[src/rtl/pmem_arbiter_if.sv]
// Cache-side and adaptor-side bus of the pmem arbiter.
// slave = the arbiter's view, master = the caches plus cacheline adaptor.
interface pmem_arbiter_if #(
  parameter int ADDR_W = 32,
  parameter int LINE_W = 256,
  parameter int BE_W   = LINE_W / 8
);
  // I-cache port
  logic              i_read;
  logic [ADDR_W-1:0] i_addr;
  logic [LINE_W-1:0] i_rdata;
  logic              i_resp;

  // D-cache port
  logic              d_read;
  logic              d_write;
  logic [ADDR_W-1:0] d_addr;
  logic [LINE_W-1:0] d_wdata;
  logic [BE_W-1:0]   d_byte_enable;
  logic [LINE_W-1:0] d_rdata;
  logic              d_resp;

  // Cacheline adaptor port
  logic              ca_read;
  logic              ca_write;
  logic [ADDR_W-1:0] ca_addr;
  logic [LINE_W-1:0] ca_wdata;
  logic [BE_W-1:0]   ca_byte_enable;
  logic [LINE_W-1:0] ca_rdata;
  logic              ca_resp;

  modport slave (
    input  i_read, i_addr, d_read, d_write, d_addr, d_wdata, d_byte_enable,
    input  ca_rdata, ca_resp,
    output i_rdata, i_resp, d_rdata, d_resp,
    output ca_read, ca_write, ca_addr, ca_wdata, ca_byte_enable
  );

  modport master (
    output i_read, i_addr, d_read, d_write, d_addr, d_wdata, d_byte_enable,
    output ca_rdata, ca_resp,
    input  i_rdata, i_resp, d_rdata, d_resp,
    input  ca_read, ca_write, ca_addr, ca_wdata, ca_byte_enable
  );
endinterface

[src/rtl/pmem_arbiter.sv]
// Shares one cacheline adaptor between the I-cache and D-cache, one whole-line
// transaction at a time. Define PMEM_ARB_RR_EN for round-robin ties; default is D-cache priority.
module pmem_arbiter #(
  parameter int ADDR_W = 32,
  parameter int LINE_W = 256,
  parameter int BE_W   = LINE_W / 8
) (
  input  logic            clk,
  input  logic            rst,
  pmem_arbiter_if.slave   bus
);

  typedef enum logic [2:0] {
    IDLE,
    BUSY_I,
    BUSY_D,
    DONE_I,
    DONE_D
  } state_t;

  state_t            state;
  logic              ca_read_q;
  logic              ca_write_q;
  logic [ADDR_W-1:0] ca_addr_q;
  logic [LINE_W-1:0] ca_wdata_q;
  logic [BE_W-1:0]   ca_be_q;
  logic [LINE_W-1:0] line_q;
  logic              i_resp_q;
  logic              d_resp_q;

  logic i_pend;
  logic d_pend;
  logic grant_d;

  assign i_pend = bus.i_read;
  assign d_pend = bus.d_read | bus.d_write;

`ifdef PMEM_ARB_RR_EN
  logic last_d;  // 1 when the D-cache received the most recent grant
  assign grant_d = d_pend & (~i_pend | ~last_d);
`else
  assign grant_d = d_pend;
`endif

  always_ff @(posedge clk) begin
    // NOTE: every register here uses <= so all updates see the pre-edge values.
    if (!rst) begin
      // NOTE: the wide address/data/line registers are reset on purpose: their
      // outputs are visible to the caches and must read zero out of reset.
      state      <= IDLE;
      ca_read_q  <= 1'b0;
      ca_write_q <= 1'b0;
      ca_addr_q  <= '0;
      ca_wdata_q <= '0;
      ca_be_q    <= '0;
      line_q     <= '0;
      i_resp_q   <= 1'b0;
      d_resp_q   <= 1'b0;
`ifdef PMEM_ARB_RR_EN
      last_d     <= 1'b1;
`endif
    end else begin
      i_resp_q <= 1'b0;
      d_resp_q <= 1'b0;

      unique case (state)
        IDLE: begin
          if (grant_d) begin
            state      <= BUSY_D;
            ca_addr_q  <= bus.d_addr;
            ca_wdata_q <= bus.d_wdata;
            ca_be_q    <= bus.d_byte_enable;
            // A simultaneous read+write is treated as a write-back.
            ca_write_q <= bus.d_write;
            ca_read_q  <= ~bus.d_write;
`ifdef PMEM_ARB_RR_EN
            last_d     <= 1'b1;
`endif
          end else if (i_pend) begin
            state      <= BUSY_I;
            ca_addr_q  <= bus.i_addr;
            ca_wdata_q <= '0;
            ca_be_q    <= '0;
            ca_write_q <= 1'b0;
            ca_read_q  <= 1'b1;
`ifdef PMEM_ARB_RR_EN
            last_d     <= 1'b0;
`endif
          end
        end

        BUSY_I, BUSY_D: begin
          if (bus.ca_resp) begin
            line_q     <= bus.ca_rdata;
            ca_read_q  <= 1'b0;
            ca_write_q <= 1'b0;
            i_resp_q   <= (state == BUSY_I);
            d_resp_q   <= (state == BUSY_D);
            state      <= (state == BUSY_I) ? DONE_I : DONE_D;
          end
        end

        DONE_I, DONE_D: state <= IDLE;

        default: state <= IDLE;
      endcase
    end
  end

  // One shared line register feeds both caches; only the resp pulse differs.
  assign bus.i_rdata        = line_q;
  assign bus.d_rdata        = line_q;
  assign bus.i_resp         = i_resp_q;
  assign bus.d_resp         = d_resp_q;
  assign bus.ca_read        = ca_read_q;
  assign bus.ca_write       = ca_write_q;
  assign bus.ca_addr        = ca_addr_q;
  assign bus.ca_wdata       = ca_wdata_q;
  assign bus.ca_byte_enable = ca_be_q;

endmodule

[src/flat_wrapper.sv]
// flat-port wrapper written by rule: the top's interface ports become plain ports
module pmem_arbiter_flat 
#(
  parameter int ADDR_W = 32,
  parameter int LINE_W = 256,
  parameter int BE_W   = LINE_W / 8
)
  (clk, rst, bus_i_read, bus_i_addr, bus_d_read, bus_d_write, bus_d_addr, bus_d_wdata, bus_d_byte_enable, bus_ca_rdata, bus_ca_resp, bus_i_rdata, bus_i_resp, bus_d_rdata, bus_d_resp, bus_ca_read, bus_ca_write, bus_ca_addr, bus_ca_wdata, bus_ca_byte_enable);
  pmem_arbiter_if #(.ADDR_W(ADDR_W), .LINE_W(LINE_W), .BE_W(BE_W)) bus_i ();
  input  logic clk;
  input  logic rst;
  input wire logic [$bits(bus_i.i_read)-1:0] bus_i_read;
  input wire logic [$bits(bus_i.i_addr)-1:0] bus_i_addr;
  input wire logic [$bits(bus_i.d_read)-1:0] bus_d_read;
  input wire logic [$bits(bus_i.d_write)-1:0] bus_d_write;
  input wire logic [$bits(bus_i.d_addr)-1:0] bus_d_addr;
  input wire logic [$bits(bus_i.d_wdata)-1:0] bus_d_wdata;
  input wire logic [$bits(bus_i.d_byte_enable)-1:0] bus_d_byte_enable;
  input wire logic [$bits(bus_i.ca_rdata)-1:0] bus_ca_rdata;
  input wire logic [$bits(bus_i.ca_resp)-1:0] bus_ca_resp;
  output wire logic [$bits(bus_i.i_rdata)-1:0] bus_i_rdata;
  output wire logic [$bits(bus_i.i_resp)-1:0] bus_i_resp;
  output wire logic [$bits(bus_i.d_rdata)-1:0] bus_d_rdata;
  output wire logic [$bits(bus_i.d_resp)-1:0] bus_d_resp;
  output wire logic [$bits(bus_i.ca_read)-1:0] bus_ca_read;
  output wire logic [$bits(bus_i.ca_write)-1:0] bus_ca_write;
  output wire logic [$bits(bus_i.ca_addr)-1:0] bus_ca_addr;
  output wire logic [$bits(bus_i.ca_wdata)-1:0] bus_ca_wdata;
  output wire logic [$bits(bus_i.ca_byte_enable)-1:0] bus_ca_byte_enable;
  assign bus_i.i_read = bus_i_read;
  assign bus_i.i_addr = bus_i_addr;
  assign bus_i.d_read = bus_d_read;
  assign bus_i.d_write = bus_d_write;
  assign bus_i.d_addr = bus_d_addr;
  assign bus_i.d_wdata = bus_d_wdata;
  assign bus_i.d_byte_enable = bus_d_byte_enable;
  assign bus_i.ca_rdata = bus_ca_rdata;
  assign bus_i.ca_resp = bus_ca_resp;
  assign bus_i_rdata = bus_i.i_rdata;
  assign bus_i_resp = bus_i.i_resp;
  assign bus_d_rdata = bus_i.d_rdata;
  assign bus_d_resp = bus_i.d_resp;
  assign bus_ca_read = bus_i.ca_read;
  assign bus_ca_write = bus_i.ca_write;
  assign bus_ca_addr = bus_i.ca_addr;
  assign bus_ca_wdata = bus_i.ca_wdata;
  assign bus_ca_byte_enable = bus_i.ca_byte_enable;
  pmem_arbiter #(.ADDR_W(ADDR_W), .LINE_W(LINE_W), .BE_W(BE_W)) u_core (.clk(clk), .rst(rst), .bus(bus_i));
endmodule
[config.mk]
export PLATFORM = sky130hd
export DESIGN_NAME = pmem_arbiter_flat
export DESIGN_NICKNAME = d
export VERILOG_FILES = /design/src/rtl/pmem_arbiter_if.sv /design/src/rtl/pmem_arbiter.sv /design/src/flat_wrapper.sv
export SDC_FILE = /design/constraint.sdc
export NUM_CORES = 1
export LEC_CHECK = 0
export ABC_CLOCK_PERIOD_IN_PS = 2150
export CAP_MARGIN = 20
export CORE_AREA = 3 3 562 564
export CTS_CLUSTER_SIZE = 25
export DETAILED_ROUTE_END_ITERATION = 6
export DIE_AREA = 0 0 565 567
export HOLD_SLACK_MARGIN = 0.02
export PLACE_DENSITY_LB_ADDON = 0.1
export SLEW_MARGIN = 20
export SYNTH_ARGS = -nofsm -noshare
export SYNTH_HDL_FRONTEND = slang
export SYNTH_SLANG_ARGS = --single-unit
[constraint.sdc]
create_clock -name clk -period 2.15 [get_ports clk]
set_input_delay 0.645 -clock clk [delete_from_list [all_inputs] [get_ports clk]]
set_output_delay 0.645 -clock clk [all_outputs]
set_load 0.01 [all_outputs]
==> results.py <==
metrics = {
    "status": {
        "status": "finished, final reports clean",
    },
    "grt": {
        "grt_usage": 0.130,
        "grt_start_max_net_pins": 67,
        "globalRouteOverflowTotal": 0,
        "grt_pass1_vias": 28800,
        "grt_pass1_wl_um": 286000,
        "antenna_found_initial": 64,
    },
    "flow_run": {
        "cap_violations": 0,
    },
    "power": {
        "p_leak_nw": 16.4,
        "cell_internal_pwr_mw": 24.2,
        "p_seq_frac": 0.345,
        "switching_share": 0.323,
        "clkPwrFrac": 0.432,
        "powerDensity_nw_per_um2": 796,
        "ir_worst_vdd_uv": 571,
        "p_sw_mw": 11.5,
        "combPwrFrac": 0.223,
    },
    "clock_network": {
        "clk_path_buf_depth": 4,
        "cts_tree": "done",
        "cts-buffers-inserted": 93,
        "cts_root_buf": "clkbuf_16",
        "cts_sinks": 583,
        "clk_latency_ns": 0.80,
        "clk_pin_slew_ns": 0.06,
        "h-tree-depth": 3,
    },
    "setup_path": {
        "critPathArrivalTime_ns": 1.41,
        "crit_fanout": 2,
        "worst-r2r-cell-count": 4,
        "required_ns": 1.50,
        "cp-end-kind": "output pin",
        "critical_path_class": "register to output pin",
        "startpoint_type": "register",
        "crit_path_cell_trace": "buf_4 > buf_6",
        "cpPeakStageDelay_ns": 0.34,
        "crit_path_top_delay_cell": "dfxtp_4",
    },
    "layout": {
        "fin_area_um2": 45000,
        "syn_to_final_growth_pct": 88.1,
        "drive_gt1_frac": 0.305,
        "final.fill_count": 35700,
        "nNetsFinal": 4773,
    },
    "timing": {
        "finClkSkew_ns": 0.0560,
        "max_freq_mhz": 486,
        "fin_crit_ns": 2.06,
        "fin_ws_ns": 0.0939,
        "drv_slew": 0,
        "period_share": 0.956,
        "fin_setup_tns_ns": 0,
        "worst_slew_pin_slew_ns": 0.554,
        "setup_viol": 0,
        "hold_viol_final": 0,
        "relSlewSlack": 0.631,
    },
    "floorplan": {
        "start_util": 0.0768,
        "die_x_um": 565,
        "fp.dieH_um": 567,
        "core_um2": 311000,
        "floorplan.rows": 205,
        "die-area_um2": 320000,
        "ios": 1450,
    },
    "route": {
        "vias_per_cell": 3.29,
        "wl_met3_um": 21900,
        "drt-met1-wl_um": 83600,
        "vias": 27600,
        "drt-initial-drc-count": 1431,
        "wire_per_inst_um": 26.2,
        "routed.top_layer": "met5",
        "wl_um": 219000,
        "ant_nets": 0,
        "drt-pass1-iter-count": 5,
        "drc_errors": 0,
        "wl_met2_um": 110000,
    },
    "synth": {
        "synth_top_area_frac": 0.488,
        "synth.most_common_cell": "dfxtp_1",
        "seq_area_frac_synth": 0.488,
        "netlist_area_um2": 23900,
        "ys_warn_count": 0,
        "syn_inst": 2952,
        "synth_area_leader_cell": "dfxtp_1",
        "synth-edff-count": 0,
        "synthArstFlopShare": 0,
        "synthTopCellsByCount": "dfxtp_1, a21oi_1, nand3_1",
        "syn-num-nets": 3566,
        "yosys.cell_types.count": 25,
        "yosys-top-cells-area": "dfxtp_1, a21oi_1, nand3_1",
        "synth.avg_cell_area_um2": 8.10,
        "ys.flop_type": "dfxtp_1",
        "ys_ff_latch": 583,
    },
    "min_path": {
        "hold_depth": 3,
        "min_path_type": "input pin to register",
    },
    "placed_design": {
        "post-dp-hpwl_um": 176000,
        "dpl_worst_slack_ns": -0.606,
        "placed_cell_area_um2": 43100,
        "gp_routability_congestion": 0.756,
        "port_buffers": 1449,
    },
}
## layout by cell type, fill, tap and decap left out, types with 2 or more instances in the layout
cell / instances
bufinv_16: 6
clkbuf_8: 16
clkdlybuf4s50_1: 613
nor2_4: 2
o31ai_1: 2
clkbuf_16: 93
dfxtp_2: 108
nand2_1: 68
nand3_1: 545
buf_2: 367
clkdlybuf4s15_2: 212
a21oi_1: 577
buf_12: 75
o21ai_0: 544
nor3_1: 5
clkdlybuf4s15_1: 114
dfxtp_1: 376
clkinv_16: 2
diode_2: 21
clkinv_8: 2
dlygate4sd2_1: 20
buf_4: 249
clkinv_2: 4
clkbuf_2: 4
buf_6: 35
clkbuf_1: 28
dfxtp_4: 99
a311oi_1: 32
## critical path: cells and delay by family, from the launching register on
family | cells | cell delay, ns
buffers and inverters | 2 | 0.28
flip-flops | 1 | 0.34
## power by group through the flow
stage	Sequential, mW	Combinational [mW]	Clock [mW]
floorplan	12.6	2.76	0
global placement	12.6	8.90	0
detailed placement	12.6	8.84	0
CTS	12.4	8.27	16.3
global route	12.5	8.61	16.6
finish	12.3	7.96	15.5
## kinds of logic (layout without fill, tap and decap cells)
group / count (synthesis) / count (layout) / synth area share
compound gates: 1155 / 1155 / 0.247
simple gates: 632 / 632 / 0.130
flops: 583 / 583 / 0.488
buf+inv: 580 / 1845 / 0.134
xor+xnor: 2 / 2 / 0.000733
other cells: 0 / 21 / 0
## repair_timing
item                                    in CTS  in global routing
buffers inserted                             3                  0
gates resized for setup                   3231                 16
endpoints found under the setup margin     829                 12
hold buffers                                 0                  0
hold endpoints to repair                     0                  0
## final timing paths
check             slack (ns)                  endpoint                startpoint
setup / recovery        0.09           bus_i_rdata[80]    u_core.bus.d_rdata[80]
hold / removal          0.40  u_core.bus.ca_wdata[175]          bus_d_wdata[175]
setup reg to reg        0.21  u_core.bus.ca_wdata[233]           u_core.state[1]
hold reg to reg         0.46  u_core.bus.ca_wdata[141]  u_core.bus.ca_wdata[141]
## flip-flops by register name, indices dropped and copies added, names as in the netlist
register                   flops
u_core.bus.d_resp              1
u_core.bus.ca_read             1
u_core.bus.ca_byte_enable     32
u_core.bus.d_rdata           256
u_core.bus.ca_addr            32
u_core.bus.ca_write            1
u_core.state                   3
u_core.bus.ca_wdata          256
u_core.bus.i_resp              1
## metal layers
metal,global-route usage,up-vias
met2,0.234,1123
met4,0.0237,68
met5,0,-
met1,0.142,13500
li1,-,12700
met3,0.0554,230
## per-stage QoR
stage                     total power, mW  cells  hold slack [ns]  utilization
after global routing                 37.6   8360            0.325        0.144
after CTS                            37.0   8357            0.279        0.144
after global placement               21.5   8203            0.455        0.139
after detailed placement             21.5   8203            0.462        0.139
final                                35.8   8378            0.404        0.144
after floorplan                      15.4   2952            0.479            -
## final cells by class
class                      instances  area, um^2  share of cell area
multi-input combinational       1789        9090               0.202
tap                             4140        5180               0.115
sequential                       583       12200               0.271
clock inverter                    16         309             0.00687
antenna                           21        52.6             0.00117
inverter                           1        11.3            0.000250
clock buffer                     137        2650              0.0590
timing repair buffer            1691       15500               0.344
Power figures use the tool's default switching activity.
